<file path="config.mk">
export PLATFORM = sky130hd
export DESIGN_NAME = rc4_key_dispatcher
export DESIGN_NICKNAME = d
export VERILOG_FILES = /design/src/rtl/rc4_crack_pkg.sv /design/src/rtl/rc4_key_dispatcher_rr_arbiter.sv /design/src/rtl/rc4_key_dispatcher.sv
export SDC_FILE = /design/constraint.sdc
export NUM_CORES = 1
export LEC_CHECK = 0
export CAP_MARGIN = 0
export CORE_ASPECT_RATIO = 1.2
export CORE_MARGIN = 5
export CORE_UTILIZATION = 57
export CTS_BUF_LIST = sky130_fd_sc_hd__clkbuf_4 sky130_fd_sc_hd__clkbuf_8 sky130_fd_sc_hd__clkbuf_16
export DETAILED_ROUTE_END_ITERATION = 10
export MAX_ROUTING_LAYER = met4
export PLACE_DENSITY = 0.8
export SYNTH_ARGS = -nofsm -noshare
export SYNTH_HDL_FRONTEND = slang
export SYNTH_SLANG_ARGS = --single-unit
</file>
<file path="constraint.sdc">
create_clock -name clk -period 6.9 [get_ports clk]
set_input_delay 0.69 -clock clk [delete_from_list [all_inputs] [get_ports clk]]
set_output_delay 0.69 -clock clk [all_outputs]
set_load 0.02 [all_outputs]
</file>
<file path="src/rtl/rc4_crack_pkg.sv">
// rc4_crack_pkg: shared key width, key type and dispatcher state encoding for the RC4 key search
package rc4_crack_pkg;

   localparam int KEY_W = 22;

   typedef logic [KEY_W-1:0] key_t;

   typedef enum logic [2:0] {
      DSP_IDLE,
      DSP_RUN,
      DSP_DRAIN,
      DSP_FOUND,
      DSP_EXHAUST
   } dsp_state_t;

endpackage

</file>
<file path="src/rtl/rc4_key_dispatcher_rr_arbiter.sv">
// rr_arbiter: round-robin arbiter; pointer moves past the winner whenever a grant is taken
module rr_arbiter #(
   parameter int N  = 4,
   parameter int IW = (N > 1) ? $clog2(N) : 1
) (
   input  logic          clk,
   input  logic          reset,
   input  logic          clr,
   input  logic          advance,
   input  logic [N-1:0]  req,
   output logic [N-1:0]  gnt,
   output logic [IW-1:0] idx,
   output logic          hit
);

   logic [IW-1:0]  ptr_q, ptr_d;
   logic [2*N-1:0] dbl;
   logic [N-1:0]   rot;
   int             off;
   int             sum;

   // Rotate requests so the pointer sits at bit 0, then take the lowest set bit
   always_comb begin
      dbl = {req, req} >> ptr_q;
      rot = dbl[N-1:0];
      hit = 1'b0;
      off = 0;
      for (int i = 0; i < N; i++) begin
         if (!hit && rot[i]) begin
            hit = 1'b1;
            off = i;
         end
      end
      sum = int'(ptr_q) + off;
      if (sum >= N) sum = sum - N;
      idx = IW'(sum);
      for (int i = 0; i < N; i++) gnt[i] = hit && (sum == i);
   end

   // Next pointer: back to 0 on a new search, one past the winner after a taken grant
   always_comb begin
      ptr_d = clr ? '0 :
              (advance && hit) ? ((sum == N - 1) ? '0 : IW'(sum + 1)) :
              ptr_q;
   end

   // Pointer register
   always_ff @(posedge clk or posedge reset) begin
      if (reset) ptr_q <= '0;
      else       ptr_q <= ptr_d;
   end

endmodule

</file>
<file path="src/rtl/rc4_key_dispatcher.sv">
// rc4_key_dispatcher: hands candidate keys round-robin to RC4 cores and raises stop on found/exhaust
// Optional build macro KEY_DISPATCH_PERF_EN adds the search_cycles performance counter output.
module rc4_key_dispatcher #(
   parameter int          CORE_COUNT = 4,
   parameter int          KEY_W      = 22,
   parameter int unsigned KEY_MIN    = 0,
   parameter int unsigned KEY_MAX    = 2**KEY_W - 1
) (
   input  logic                  clk,
   input  logic                  reset,
   input  logic                  start,
   input  logic [CORE_COUNT-1:0] core_req,
   input  logic [CORE_COUNT-1:0] core_busy,
   input  logic [CORE_COUNT-1:0] core_found,
   output logic [CORE_COUNT-1:0] core_grant,
   output logic [KEY_W-1:0]      core_key,
   output logic                  stop_all,
   output logic                  found,
   output logic                  exhausted,
   output logic [KEY_W-1:0]      found_key,
`ifdef KEY_DISPATCH_PERF_EN
   output logic [31:0]           search_cycles,
`endif
   output logic [KEY_W:0]        keys_issued
);

   import rc4_crack_pkg::*;

   localparam int IW = (CORE_COUNT > 1) ? $clog2(CORE_COUNT) : 1;
   localparam logic [KEY_W:0] KMIN = (KEY_W+1)'(KEY_MIN);
   localparam logic [KEY_W:0] KMAX = (KEY_W+1)'(KEY_MAX);
   localparam logic [KEY_W:0] KONE = (KEY_W+1)'(1);

   dsp_state_t             state_q, state_d;
   logic [KEY_W:0]         next_key_q, next_key_d;
   logic [KEY_W:0]         issued_q, issued_d;
   logic [CORE_COUNT-1:0]  grant_q, grant_d;
   logic [KEY_W-1:0]       key_q, key_d;
   logic [KEY_W-1:0]       assigned_q [CORE_COUNT];
   logic [KEY_W-1:0]       assigned_d [CORE_COUNT];
   logic [KEY_W-1:0]       found_key_q, found_key_d;
   logic                   stop_q, stop_d;
   logic                   found_q, found_d;
   logic                   exh_q, exh_d;
   logic [CORE_COUNT-1:0]  arb_req, arb_gnt;
   logic [IW-1:0]          arb_idx;
   logic                   arb_hit, arb_adv, arb_clr;
   logic [IW-1:0]          fidx;

   // A core granted last cycle is still dropping its request, so mask it out
   assign arb_req = core_req & ~grant_q;

   rr_arbiter #(.N(CORE_COUNT), .IW(IW)) u_arb (
      .clk     (clk),
      .reset   (reset),
      .clr     (arb_clr),
      .advance (arb_adv),
      .req     (arb_req),
      .gnt     (arb_gnt),
      .idx     (arb_idx),
      .hit     (arb_hit)
   );

   // Lowest-index reporting core wins when several find at once
   always_comb begin
      fidx = '0;
      for (int i = CORE_COUNT - 1; i >= 0; i--) begin
         if (core_found[i]) fidx = IW'(i);
      end
   end

   // Search FSM: grant issue, key bookkeeping and terminal conditions
   always_comb begin
      state_d     = state_q;
      next_key_d  = next_key_q;
      issued_d    = issued_q;
      grant_d     = '0;
      key_d       = '0;
      assigned_d  = assigned_q;
      found_key_d = found_key_q;
      stop_d      = 1'b0;
      arb_adv     = 1'b0;
      arb_clr     = 1'b0;
      case (state_q)
         DSP_IDLE: begin
            if (start) begin
               state_d    = DSP_RUN;
               next_key_d = KMIN;
               issued_d   = '0;
               arb_clr    = 1'b1;
            end
         end
         DSP_RUN, DSP_DRAIN: begin
            if (!start) begin
               state_d = DSP_IDLE;
               stop_d  = 1'b1;
            end else if (|core_found) begin
               state_d     = DSP_FOUND;
               found_key_d = assigned_q[fidx];
            end else if (state_q == DSP_RUN) begin
               if (next_key_q <= KMAX && arb_hit) begin
                  grant_d             = arb_gnt;
                  key_d               = next_key_q[KEY_W-1:0];
                  assigned_d[arb_idx] = next_key_q[KEY_W-1:0];
                  next_key_d          = next_key_q + KONE;
                  issued_d            = issued_q + KONE;
                  arb_adv             = 1'b1;
                  if (next_key_q == KMAX) state_d = DSP_DRAIN;
               end
            end else if (core_busy == '0 && grant_q == '0) begin
               state_d = DSP_EXHAUST;
            end
         end
         default: begin
            stop_d = start;
            if (!start) state_d = DSP_IDLE;
         end
      endcase
      found_d = (state_d == DSP_FOUND);
      exh_d   = (state_d == DSP_EXHAUST);
   end

   // State and output registers
   always_ff @(posedge clk or posedge reset) begin
      if (reset) begin
         state_q     <= DSP_IDLE;
         next_key_q  <= KMIN;
         issued_q    <= '0;
         grant_q     <= '0;
         key_q       <= '0;
         found_key_q <= '0;
         stop_q      <= 1'b0;
         found_q     <= 1'b0;
         exh_q       <= 1'b0;
         for (int i = 0; i < CORE_COUNT; i++) assigned_q[i] <= '0;
      end else begin
         state_q     <= state_d;
         next_key_q  <= next_key_d;
         issued_q    <= issued_d;
         grant_q     <= grant_d;
         key_q       <= key_d;
         found_key_q <= found_key_d;
         stop_q      <= stop_d;
         found_q     <= found_d;
         exh_q       <= exh_d;
         assigned_q  <= assigned_d;
      end
   end

`ifdef KEY_DISPATCH_PERF_EN
   logic [31:0] cyc_q, cyc_d;

   // Cycles spent searching; restarts with each search, holds once the search ends
   always_comb begin
      cyc_d = (state_q == DSP_IDLE && state_d == DSP_RUN) ? '0 :
              ((state_q == DSP_RUN || state_q == DSP_DRAIN) && cyc_q != '1) ? cyc_q + 32'd1 :
              cyc_q;
   end

   // Search cycle counter register
   always_ff @(posedge clk or posedge reset) begin
      if (reset) cyc_q <= '0;
      else       cyc_q <= cyc_d;
   end

   assign search_cycles = cyc_q;
`endif

   assign core_grant  = grant_q;
   assign core_key    = key_q;
   assign stop_all    = stop_q;
   assign found       = found_q;
   assign exhausted   = exh_q;
   assign found_key   = found_key_q;
   assign keys_issued = issued_q;

endmodule

</file>
==> out/metrics.yaml <==
power_and_ir_drop:
  power_per_cell_area_nw_per_um2: 219
  power_mw: 2.35
  worst_case_vdd_ir_drop_uv: 179
  static-leakage-power_nw: 5.02
cts:
  cts_made_buffers: 17
  tritoncts: "built"
  htreeDepth: 4
  clkSlewWorstSetupHoldPaths_ns: 0.07
  cts.sinks: 190
  post_cts_resize_count: 0
  ctsHoldBuffers: 0
  cts.repair_timing.setup_buffer_count: 0
  ctsRootBufferMaster: "sky130_fd_sc_hd__clkbuf_16"
  clk-insertion-delay-late_ns: 0.44
  cts_max_path_buffers: 2
route:
  dr.first_iter.drc_count: 516
  drc: 0
  routed_via_density: 6.21
  routed.top_layer: "met4"
  dr.pass1.iters: 5
  wl_met1_um: 8330
  finalWirelength_um: 20600
  wl_met2_um: 10800
  routed-via-count: 6142
  dr_wl_met3_um: 979
  post_drt_wl_per_cell_um: 20.9
  detail-route-antenna-nets: 0
critical_path:
  crit_path_end_kind: "flip-flop"
  timing.critical_path.slowest_stage_cell: "sky130_fd_sc_hd__o41ai_1"
  worstSetupStartpointType: "input pin"
  worstPathBufferInverterCount: 1
  timing.critical_path.arrival_ns: 3.93
  critical-path-max-stage-delay_ns: 0.75
  critical-path-top-delay-family: "simple AND/OR/NAND/NOR gates"
  worst-setup-path-type: "input pin to flip-flop"
  timing.critical_path.cells: "clkdlybuf4s50_1, o41ai_1, nand4_1, or2_2, nor4_1, mux2i_1"
  critPathMaxFanout: 22
  required_ns: 7.24
floorplanning:
  initial_cell_density_of_the_core_pct: 58.3
  chipHeight_um: 149
  placementRows: 50
  die_x_um: 126
  pin_count: 89
  floorplan.core_area_um2: 15700
  die_area_um2: 18700
global_routing:
  grtUsageTotal_pct: 23.3
  grt_max_degree: 114
  antenna_found_initial: 0
  first_global_vias: 6419
  grt_first_pass_wirelength_um: 33800
  grt_overflow_total: 0
final_layout:
  finalNetCount: 792
  layout-area-overhead-vs-synth_pct: 17.1
  antenna_diode_count: 0
  postLayoutCoreUtil_pct: 68.3
  drive_gt1_share_pct: 23.4
  finish.cell_count_without_fillers: 989
logic_synthesis:
  yosys-top-cells-area: "sky130_fd_sc_hd__dfrtp_1 (52%), sky130_fd_sc_hd__mux2_4 (13%), sky130_fd_sc_hd__mux4_2 (5.4%)"
  yosysSeqAreaShare_pct: 51.9
  synth_most_common_cell: "sky130_fd_sc_hd__dfrtp_1"
  primary_flip_flop_cell_chosen_by_synthesis_mapping: "sky130_fd_sc_hd__dfrtp_1"
  synthesis.yosys.warnings: 0
  netlist_top_cells_count: "sky130_fd_sc_hd__dfrtp_1 (190), sky130_fd_sc_hd__mux2_4 (80), sky130_fd_sc_hd__clkbuf_1 (43)"
  count_of_mapped_cells_out_of_synthesis: 711
  ys_ff_latch: 190
  synth_async_sr_flop_share_pct: 100
  post_synth_instance_area_um2: 9160
  synth_nets: 735
  synth.top_cell.area_share_pct: 51.9
  synth_top_area_cell: "sky130_fd_sc_hd__dfrtp_1"
  synth.distinct_cells: 49
  synthesis.area_per_instance_um2: 12.9
  synth-edff-count: 0
outcome:
  outcome: "finished, final reports clean"
sta:
  timing_worst_slew_pin_value_ns: 1.14
  worst_slew_margin_rel_pct: 24.1
  final.setup_skew_ns: 0.0130
  finalSetupViolCount: 0
  grt_setup_unrepaired: "false"
  post-route-worst-setup-slack_ns: 3.30
  final-hold-violation-count: 0
  timing.setup.tns_ns: 0
  min_period_ns: 3.60
  finalCritPeriodShare_pct: 52.1
  fmaxAchievable_ghz: 0.278
  maxSlewViolCount: 0
hold_path:
  hp-class: "flip-flop to flip-flop"
job:
  max_cap_violation_count: 0
place:
  port-buffer-count: 88
  place_worst_setup_slack_ns: 2.95
  detailedPlacementHpwl_um: 13500
  placed_instances: 957
  place_congestion: 0.915
-- kinds of logic after synthesis --
kind of cell,Yosys count,synth area share [%]
buffers and inverters,69,3.48
XOR/XNOR,11,1.05
flip-flops,190,51.9
multiplexers,135,22.6
AND/OR/NAND/NOR,200,12.7
AO/OA/AOI/OAI,97,6.97
adder cells (fa/ha/maj),9,1.31
-- stage by stage --
step	instance area [µm²]	hold slack (ns)
global route	10700	0.525
detailed placement	10100	0.488
CTS	10700	0.508
floorplan	9160	0.474
finish	10700	0.508
global placement	10100	0.482
-- per-layer routing --
layer | vias up | GRT usage, %
li1 | 2724 | -
met1 | 3157 | 27.5
met2 | 212 | 39.5
met3 | 49 | 4.98
met4 | 0 | 8.79
met5 | - | -
-- layout by cell type (no fill, tap or decap), drive strengths merged, types with 14 or more instances in the layout --
master           n
or4             21
dfrtp          190
nor2            23
mux2           110
clkdlybuf4s50   88
o21ai           14
nand2           35
o31ai           18
nand3           15
inv             22
and2            27
a21oi           37
mux4            22
clkbuf          17
nor4            17
-- worst reg2reg max path: stages, from the launching register on --
cell                        delay, ns
sky130_fd_sc_hd__dfrtp_1         0.40
sky130_fd_sc_hd__nand2b_1        0.29
sky130_fd_sc_hd__a2111oi_0       0.43
sky130_fd_sc_hd__a21oi_1         0.07
sky130_fd_sc_hd__o21ai_0         0.11
sky130_fd_sc_hd__ha_1            0.18
sky130_fd_sc_hd__inv_1           0.05
sky130_fd_sc_hd__fa_1            0.56
sky130_fd_sc_hd__inv_1           0.09
sky130_fd_sc_hd__ha_1            0.24
sky130_fd_sc_hd__nand2_4         0.39
sky130_fd_sc_hd__mux2_2          0.40
-- cell type report --
type / instances / area [µm²]
clock inverters: 15 / 200
multi-input cells: 452 / 4100
inverters: 14 / 57.6
clock buffers: 17 / 425
repair buffers: 93 / 918
flip-flops and latches: 190 / 4750
well taps: 208 / 260
fillers: 1064 / 4980
-- final timing paths --
path | to | slack (ns) | from | depth (start not counted)
max in group asynchronous | assigned_q[50]$_DFFE_PP0P_ | 4.54 | reset | 3
setup reg to reg | assigned_q[21]$_DFFE_PP0P_ | 3.58 | core_grant[3]$_DFF_PP0_ | 11
setup / recovery | next_key_q[15]$_DFFE_PP0P_ | 3.30 | core_found[0] | 6
hold / removal | assigned_q[52]$_DFFE_PP0P_ | 0.51 | assigned_q[52]$_DFFE_PP0P_ | 1
hold reg to reg | assigned_q[52]$_DFFE_PP0P_ | 0.51 | assigned_q[52]$_DFFE_PP0P_ | 1
min in group asynchronous | assigned_q[64]$_DFFE_PP0P_ | 0.81 | reset | 2
-- power by group --
part / internal (mW) / switching (mW) / total [mW]
sequential: 1.13 / 0.0241 / 1.15
clock: 0.585 / 0.456 / 1.04
combinational: 0.0590 / 0.0962 / 0.155
total: 1.77 / 0.576 / 2.35
-- sequential cells by signal (all words and copies together), names as in the netlist --
name / count
keys_issued: 23
found: 1
u_arb.ptr_q: 2
assigned_q: 88
exhausted: 1
core_grant: 4
state_q: 3
stop_all: 1
found_key: 22
next_key_q: 23
core_key: 22
Power figures use the tool's default switching activity.
